### src/rtl/dac_i2s_serializer.sv
// I2S serializer for the IIR filter output: synchronizes the codec BCLK/LRCLK pins,
// saturates the signed sample to OUT_W bits and shifts it MSB-first on DACDAT in both slots.
module dac_i2s_serializer #(
    parameter int IN_W   = 21,
    parameter int OUT_W  = 16,
    parameter int SYNC_N = 2
) (
    input  logic            clk,
    input  logic            i_rst_n,
    input  logic            i_bclk,
    input  logic            i_lrclk,
    input  logic            i_valid,
    input  logic [IN_W-1:0] i_audio,
    input  logic            i_sat_clr,
    output logic            o_lrclk_posedge,
    output logic            o_lrclk_negedge,
    output logic            o_dacdat,
    output logic            o_busy,
    output logic            o_frame_err,
    output logic [15:0]     o_sat_count
);

    typedef enum logic [1:0] {
        IDLE  = 2'd0,
        ARM   = 2'd1,
        SHIFT = 2'd2
    } state_t;

    localparam int CNT_W = $clog2(OUT_W);
    localparam logic signed [IN_W-1:0] SAT_MAX = {{(IN_W-OUT_W+1){1'b0}}, {(OUT_W-1){1'b1}}};
    localparam logic signed [IN_W-1:0] SAT_MIN = ~SAT_MAX;

    logic [SYNC_N-1:0] bclk_sync;
    logic [SYNC_N-1:0] lrclk_sync;
    logic              bclk_prev;
    logic              lrclk_prev;
    logic              bclk_fall;
    logic              lr_pulse;

    state_t            state;
    state_t            state_n;
    logic [OUT_W-1:0]  shreg;
    logic [OUT_W-1:0]  shreg_n;
    logic [CNT_W-1:0]  bitcnt;
    logic [CNT_W-1:0]  bitcnt_n;
    logic              dacdat_n;
    logic              frame_err_n;

    logic signed [IN_W-1:0] audio_s;
    logic                   clip_hi;
    logic                   clip_lo;
    logic [OUT_W-1:0]       sat_val;

    // Edge pulses are registered, so they land SYNC_N+1 clk cycles after the pin toggles.
    always_ff @(posedge clk or negedge i_rst_n) begin
        if (!i_rst_n) begin
            bclk_sync       <= '0;
            lrclk_sync      <= '0;
            bclk_prev       <= 1'b0;
            lrclk_prev      <= 1'b0;
            bclk_fall       <= 1'b0;
            o_lrclk_posedge <= 1'b0;
            o_lrclk_negedge <= 1'b0;
        end else begin
            bclk_sync       <= {bclk_sync[SYNC_N-2:0], i_bclk};
            lrclk_sync      <= {lrclk_sync[SYNC_N-2:0], i_lrclk};
            bclk_prev       <= bclk_sync[SYNC_N-1];
            lrclk_prev      <= lrclk_sync[SYNC_N-1];
            bclk_fall       <= ~bclk_sync[SYNC_N-1] & bclk_prev;
            o_lrclk_posedge <= lrclk_sync[SYNC_N-1] & ~lrclk_prev;
            o_lrclk_negedge <= ~lrclk_sync[SYNC_N-1] & lrclk_prev;
        end
    end

    assign lr_pulse = o_lrclk_posedge | o_lrclk_negedge;

    assign audio_s = $signed(i_audio);
    assign clip_hi = (audio_s > SAT_MAX);
    assign clip_lo = (audio_s < SAT_MIN);

    always_comb begin
        sat_val = i_audio[OUT_W-1:0];
        if (clip_hi) begin
            sat_val = {1'b0, {(OUT_W-1){1'b1}}};
        end else if (clip_lo) begin
            sat_val = {1'b1, {(OUT_W-1){1'b0}}};
        end
    end

    // Clear wins over a same-cycle increment; the count sticks at all-ones.
    always_ff @(posedge clk or negedge i_rst_n) begin
        if (!i_rst_n) begin
            o_sat_count <= '0;
        end else if (i_sat_clr) begin
            o_sat_count <= '0;
        end else if (lr_pulse && i_valid && (clip_hi || clip_lo) && (o_sat_count != 16'hFFFF)) begin
            o_sat_count <= o_sat_count + 16'd1;
        end
    end

    always_ff @(posedge clk or negedge i_rst_n) begin
        if (!i_rst_n) begin
            state       <= IDLE;
            shreg       <= '0;
            bitcnt      <= '0;
            o_dacdat    <= 1'b0;
            o_frame_err <= 1'b0;
        end else begin
            state       <= state_n;
            shreg       <= shreg_n;
            bitcnt      <= bitcnt_n;
            o_dacdat    <= dacdat_n;
            o_frame_err <= frame_err_n;
        end
    end

    // An lrclk pulse outranks a same-cycle bclk fall: that fall is swallowed and the word restarts.
    always_comb begin
        state_n     = state;
        shreg_n     = shreg;
        bitcnt_n    = bitcnt;
        dacdat_n    = o_dacdat;
        frame_err_n = 1'b0;
        if (lr_pulse) begin
            frame_err_n = (state != IDLE);
            shreg_n     = i_valid ? sat_val : '0;
            bitcnt_n    = '0;
            dacdat_n    = 1'b0;
            state_n     = ARM;
        end else if (bclk_fall) begin
            case (state)
                ARM: begin
                    dacdat_n = shreg[OUT_W-1];
                    shreg_n  = {shreg[OUT_W-2:0], 1'b0};
                    bitcnt_n = CNT_W'(OUT_W-1);
                    state_n  = SHIFT;
                end
                SHIFT: begin
                    if (bitcnt != '0) begin
                        dacdat_n = shreg[OUT_W-1];
                        shreg_n  = {shreg[OUT_W-2:0], 1'b0};
                        bitcnt_n = bitcnt - CNT_W'(1);
                    end else begin
                        dacdat_n = 1'b0;
                        state_n  = IDLE;
                    end
                end
                default: begin
                end
            endcase
        end
    end

    assign o_busy = (state != IDLE);

endmodule

### config.mk
export PLATFORM = sky130hd
export DESIGN_NAME = dac_i2s_serializer
export DESIGN_NICKNAME = d
export VERILOG_FILES = /design/src/rtl/dac_i2s_serializer.sv
export SDC_FILE = /design/constraint.sdc
export NUM_CORES = 1
export LEC_CHECK = 0
export ABC_AREA = 1
export ABC_CLOCK_PERIOD_IN_PS = 1500
export CORE_AREA = 4 4 116 63
export DETAILED_ROUTE_END_ITERATION = 8
export DIE_AREA = 0 0 120 67
export PLACE_DENSITY = 0.68
export SLEW_MARGIN = 5
export SYNTH_ARGS = -nofsm -noshare
export SYNTH_HDL_FRONTEND = slang
export SYNTH_SLANG_ARGS = --single-unit
### constraint.sdc
create_clock -name clk -period 1.5 [get_ports clk]
set_input_delay 0.45 -clock clk [delete_from_list [all_inputs] [get_ports clk]]
set_output_delay 0.45 -clock clk [all_outputs]
set_load 0.02 [all_outputs]
==> metrics list <==
- The run finished with clean final reports.
- Worst Max-Slew Pin Slew: 0.266 ns
- In this run the mean area of a mapped cell was 7.65 sq um.
- In the synthesized netlist, the number of instances is 340.
- Die H: 67 um
- Minimum clock period: 1.49 ns
* Number of sinks on the clock net: 49
- Inserted Clock Buffers: 5
- DRC Markers: 0
* Worst slew margin relative to its limit: 0.823
- Vias in the first global route: 2284
* Setup Viol. Count Final: 0
- In the final routed layout, each cell accounts on average for 13.6 um.
* Die Area: 0.00804 sq mm
- The internal portion of the total power is 0.00280 W.
* Worst path buffer plus inverter count: 1
* Total half-perimeter wirelength after legalization and detailed placement: 4830 um
- Clk pwr share: 0.333
- At the end of the flow, the number of nets in the layout was 462.
* Flip-flop and latch count after synthesis: 49
- TritonCTS built the clock tree.
* Boundary Pins: 48
* Largest cells by area after synthesis: sky130_fd_sc_hd__dfrtp_1 (47%), sky130_fd_sc_hd__nand2_1 (16%), sky130_fd_sc_hd__nand3_1 (8.1%), sky130_fd_sc_hd__nor2_1 (6.1%), sky130_fd_sc_hd__o21ai_0 (4.6%)
- The tree is rooted in a sky130_fd_sc_hd__clkbuf_16.
- Of all nets on the critical path, the largest fanout is 5.
* Clock latency of the later-clocked register in the worst-skew pair: 0.28 ns
- Number of placement rows: 21
- Measured in cells, the most critical reg-to-reg path has a length of 9.
- Overflow left after global routing: 0
- During synthesis, Yosys emitted a total of 0 warnings.
- The number of antenna diodes in the final layout is 0.
- Cell leakage power: 1.93 nW
- Minimum setup slack among reg-to-reg paths: 0.03 ns
- All-layer global routing usage: 0.172
- Of the total power, the share spent switching nets is 0.287.
* Final worst path period share: 0.993
* Total of hold buffers inserted after clock tree synthesis: 0
- Walking the worst path, the cells encountered are clkdlybuf4s15_1.
* Number of hold-slack violations in the final timing report: 0
- For this run, the detailed router's first-pass iteration total came to 5.
- Hold timing on the final database bottoms out at a slack of 0.138 ns.
* Crit path max-delay family: flip-flops
- Net switching power: 0.00113 W
- Across the run, the number of max-cap violations was 0.
- By startpoint and endpoint, the worst setup path is classified as reg2out.
* Cell type contributing the most total cell area after synthesis: sky130_fd_sc_hd__dfrtp_1
* Area growth, synth to finish: 50.7%
- The H-tree generated during clock tree synthesis spans 2 levels.
- Before CTS, the worst setup slack after placement is -0.415 ns.
- Of the cells placed in the final design, the portion with a size suffix greater than 1 is 0.249.
* Comb power frac: 0.245
* Final GP Congestion: 0.853
* Worst path max stage delay: 0.45 ns
- The routed layout has 2578 vias.
- Entering global routing, the biggest net connects 50 pins.
- Post-synthesis net count: 369
* Type of element capturing the critical path: output port
- Worst path setup slack after routing: 0.00994 ns
- The synthesized netlist contains 32 unique library cells.
- The die is 120 um wide.
- STA puts the critical path data required time at 1.05 ns.
- Detailed Route Iter0 Violations: 158
- The first global-routing pass estimated 11000 um of wire.
- Share of total power in sequential cells: 0.422
- Path category of the worst min-delay check: in2async
* Area of the core region: 0.00638 sq mm
- For this run, the register share of the synthesized area comes to 0.471.
- VDD sags by at most 0.778 mV.
- The number of antenna violations at the first check in global routing was 0.
- The detail route stage leaves a number of antenna-violating nets equal to 0.
- The slowest stage of the critical path belongs to the cell sky130_fd_sc_hd__dfrtp_2.
* R2R Path Start: o_sat_count[1]$_DFFE_PN0P_
- Buffers from clock root to sink, at most: 2
- Timing would allow up to 671 MHz.
* Starting Density: 0.408
* Cell Area, Synth: 0.00260 sq mm
* Number of slew-limit violations in the final report: 0
* Average via count per standard cell: 4.90
- In this run the critical register-to-register path is captured at o_sat_count[8]$_DFFE_PN0P_.
* Placed insts: 503
- Port buffering added 47 buffers.
- The share of synthesized area in the top cell type comes to 0.471.
- Worst setup SP type: flop
* Power density over the cells: 1000 mW/mm^2
* Routed wire length: 7180 um
- Worst clock skew on the final layout: 0.00333 ns
* Final instance count without filler cells: 526
- Data arrival, critical path: 1.04 ns
* Clock transition time at the flip-flop clock pins of the worst setup and hold paths: 0.07 ns
- Setup repair after global routing could not meet its margin everywhere.
==> cell usage after synthesis <==
library cell               count
sky130_fd_sc_hd__clkbuf_1      1
sky130_fd_sc_hd__inv_2         1
sky130_fd_sc_hd__dfrtp_1      49
sky130_fd_sc_hd__a21oi_1       1
sky130_fd_sc_hd__nand2_2       1
sky130_fd_sc_hd__o21bai_1      2
sky130_fd_sc_hd__nor2_4        3
sky130_fd_sc_hd__nand4_1       5
sky130_fd_sc_hd__and2_1        1
sky130_fd_sc_hd__buf_1         1
sky130_fd_sc_hd__buf_2         4
sky130_fd_sc_hd__o21ai_0      24
sky130_fd_sc_hd__o22ai_1       2
sky130_fd_sc_hd__a31oi_1       1
sky130_fd_sc_hd__nand3b_1      1
sky130_fd_sc_hd__nand3_1      42
sky130_fd_sc_hd__nor3b_1       1
sky130_fd_sc_hd__clkinv_1      1
sky130_fd_sc_hd__buf_4         2
sky130_fd_sc_hd__nor2_2        3
sky130_fd_sc_hd__nand2_1     114
sky130_fd_sc_hd__buf_6         2
sky130_fd_sc_hd__nand3_4       2
sky130_fd_sc_hd__nand4_4       1
sky130_fd_sc_hd__nand2_4       1
sky130_fd_sc_hd__xor2_1        3
sky130_fd_sc_hd__xnor2_1       2
sky130_fd_sc_hd__nor3_1        1
sky130_fd_sc_hd__nor2_1       42
sky130_fd_sc_hd__nand3_2       1
sky130_fd_sc_hd__ha_1          2
sky130_fd_sc_hd__inv_1        23
==> placed cells by master, fill, tap and decap left out, types with 3 or more instances in the layout <==
cell	instances
sky130_fd_sc_hd__buf_12	5
sky130_fd_sc_hd__buf_4	39
sky130_fd_sc_hd__clkbuf_16	7
sky130_fd_sc_hd__clkdlybuf4s15_1	3
sky130_fd_sc_hd__clkdlybuf4s50_1	19
sky130_fd_sc_hd__clkinvlp_4	3
sky130_fd_sc_hd__dfrtp_1	47
sky130_fd_sc_hd__dlygate4sd2_1	17
sky130_fd_sc_hd__dlymetal6s2s_1	6
sky130_fd_sc_hd__inv_1	19
sky130_fd_sc_hd__inv_2	4
sky130_fd_sc_hd__nand2_1	105
sky130_fd_sc_hd__nand2_2	7
sky130_fd_sc_hd__nand2_4	3
sky130_fd_sc_hd__nand3_1	37
sky130_fd_sc_hd__nand3_2	6
sky130_fd_sc_hd__nand4_1	5
sky130_fd_sc_hd__nor2_1	33
sky130_fd_sc_hd__nor2_2	9
sky130_fd_sc_hd__nor2_4	6
sky130_fd_sc_hd__o21ai_0	11
sky130_fd_sc_hd__o21ai_1	9
sky130_fd_sc_hd__o21ai_2	4
sky130_fd_sc_hd__xor2_1	3
==> how the worst max path moves through the flow <==
| stage | from | to | slack (ns) | cells past startpoint |
|---|---|---|---|---|
| 2_1_floorplan | o_sat_count[0]$_DFFE_PN0P_ | o_sat_count[10]$_DFFE_PN0P_ | -0.001 | 9 |
| 3_3_place_gp | i_audio[16] | o_sat_count[5]$_DFFE_PN0P_ | -0.35 | 8 |
| 3_5_place_dp | i_audio[15] | o_sat_count[14]$_DFFE_PN0P_ | -0.42 | 8 |
| 4_1_cts | o_sat_count[2]$_DFFE_PN0P_ | o_sat_count[15]$_DFFE_PN0P_ | 0.003 | 9 |
| 5_1_grt | o_sat_count[1]$_DFFE_PN0P_ | o_sat_count[1]$_DFFE_PN0P_ | -0.05 | 8 |
| 6_report | o_sat_count[1]$_DFFE_PN0P_ | o_sat_count[1] | 0.01 | 1 |
==> state kept, by name, summed over array words and instances, names as in the netlist <==
name and flops:
o_sat_count 16, bclk_fall 1, shreg 16, o_frame_err 1, bitcnt 4, lrclk_sync 2
bclk_sync 2, o_dacdat 1, bclk_prev 1, o_lrclk_posedge 1, o_lrclk_negedge 1, state 2
lrclk_prev 1
==> layout make-up <==
type / instances / area (sq um)
Fill cell: 548 / 2460
Multi-Input combinational cell: 256 / 1380
Inverter: 25 / 97.6
Clock buffer: 6 / 139
Sequential cell: 49 / 1230
Timing Repair inverter: 1 / 7.51
Tap cell: 92 / 115
Clock inverter: 2 / 37.5
Timing Repair Buffer: 95 / 920
==> layer usage <==
layer  part of all wire  vias up  GRT usage
li1                   -     1284          -
met1               0.53     1222      0.262
met2               0.42       64      0.240
met3              0.040        8     0.0407
met4              0.010        0     0.0399
met5                  0        -          0
==> per-stage QoR <==
| step | TNS (ns) | instance area [sq um] | utilization | power, W |
|---|---|---|---|---|
| global placement | -9.67 | 3440 | 0.539 | 0.00244 |
| detailed placement | -11.21 | 3440 | 0.539 | 0.00247 |
| finish | 0 | 3920 | 0.614 | 0.00394 |
| global route | -0.752 | 3920 | 0.614 | 0.00417 |
| floorplan | -0.0132 | 2620 | - | 0.00209 |
| CTS | 0 | 3650 | 0.572 | 0.00383 |
==> cell families after synthesis <==
kind of cell | synth area share
simple gates | 0.380
compound gates | 0.0611
buf+inv | 0.0610
fa+ha+maj | 0.00961
flops | 0.471
xor+xnor | 0.0168
==> power by group through the flow <==
| stage | clock network, W | logic [W] | registers (W) |
|---|---|---|---|
| after global placement | 0 | 0.000782 | 0.00166 |
| after floorplan | 0 | 0.000416 | 0.00167 |
| final | 0.00131 | 0.000963 | 0.00166 |
| after global routing | 0.00141 | 0.00107 | 0.00169 |
| after CTS | 0.00134 | 0.000840 | 0.00165 |
| after detailed placement | 0 | 0.000804 | 0.00166 |
==> timing repair <==
item,4_1_cts,5_1_grt
setup endpoints to repair,54,41
buffers inserted,2,10
gates cloned,0,3
pin swaps,3,17
resized for setup,35,55
endpoints found under the hold margin,0,0
No activity file was read; power rests on OpenSTA's default activity.
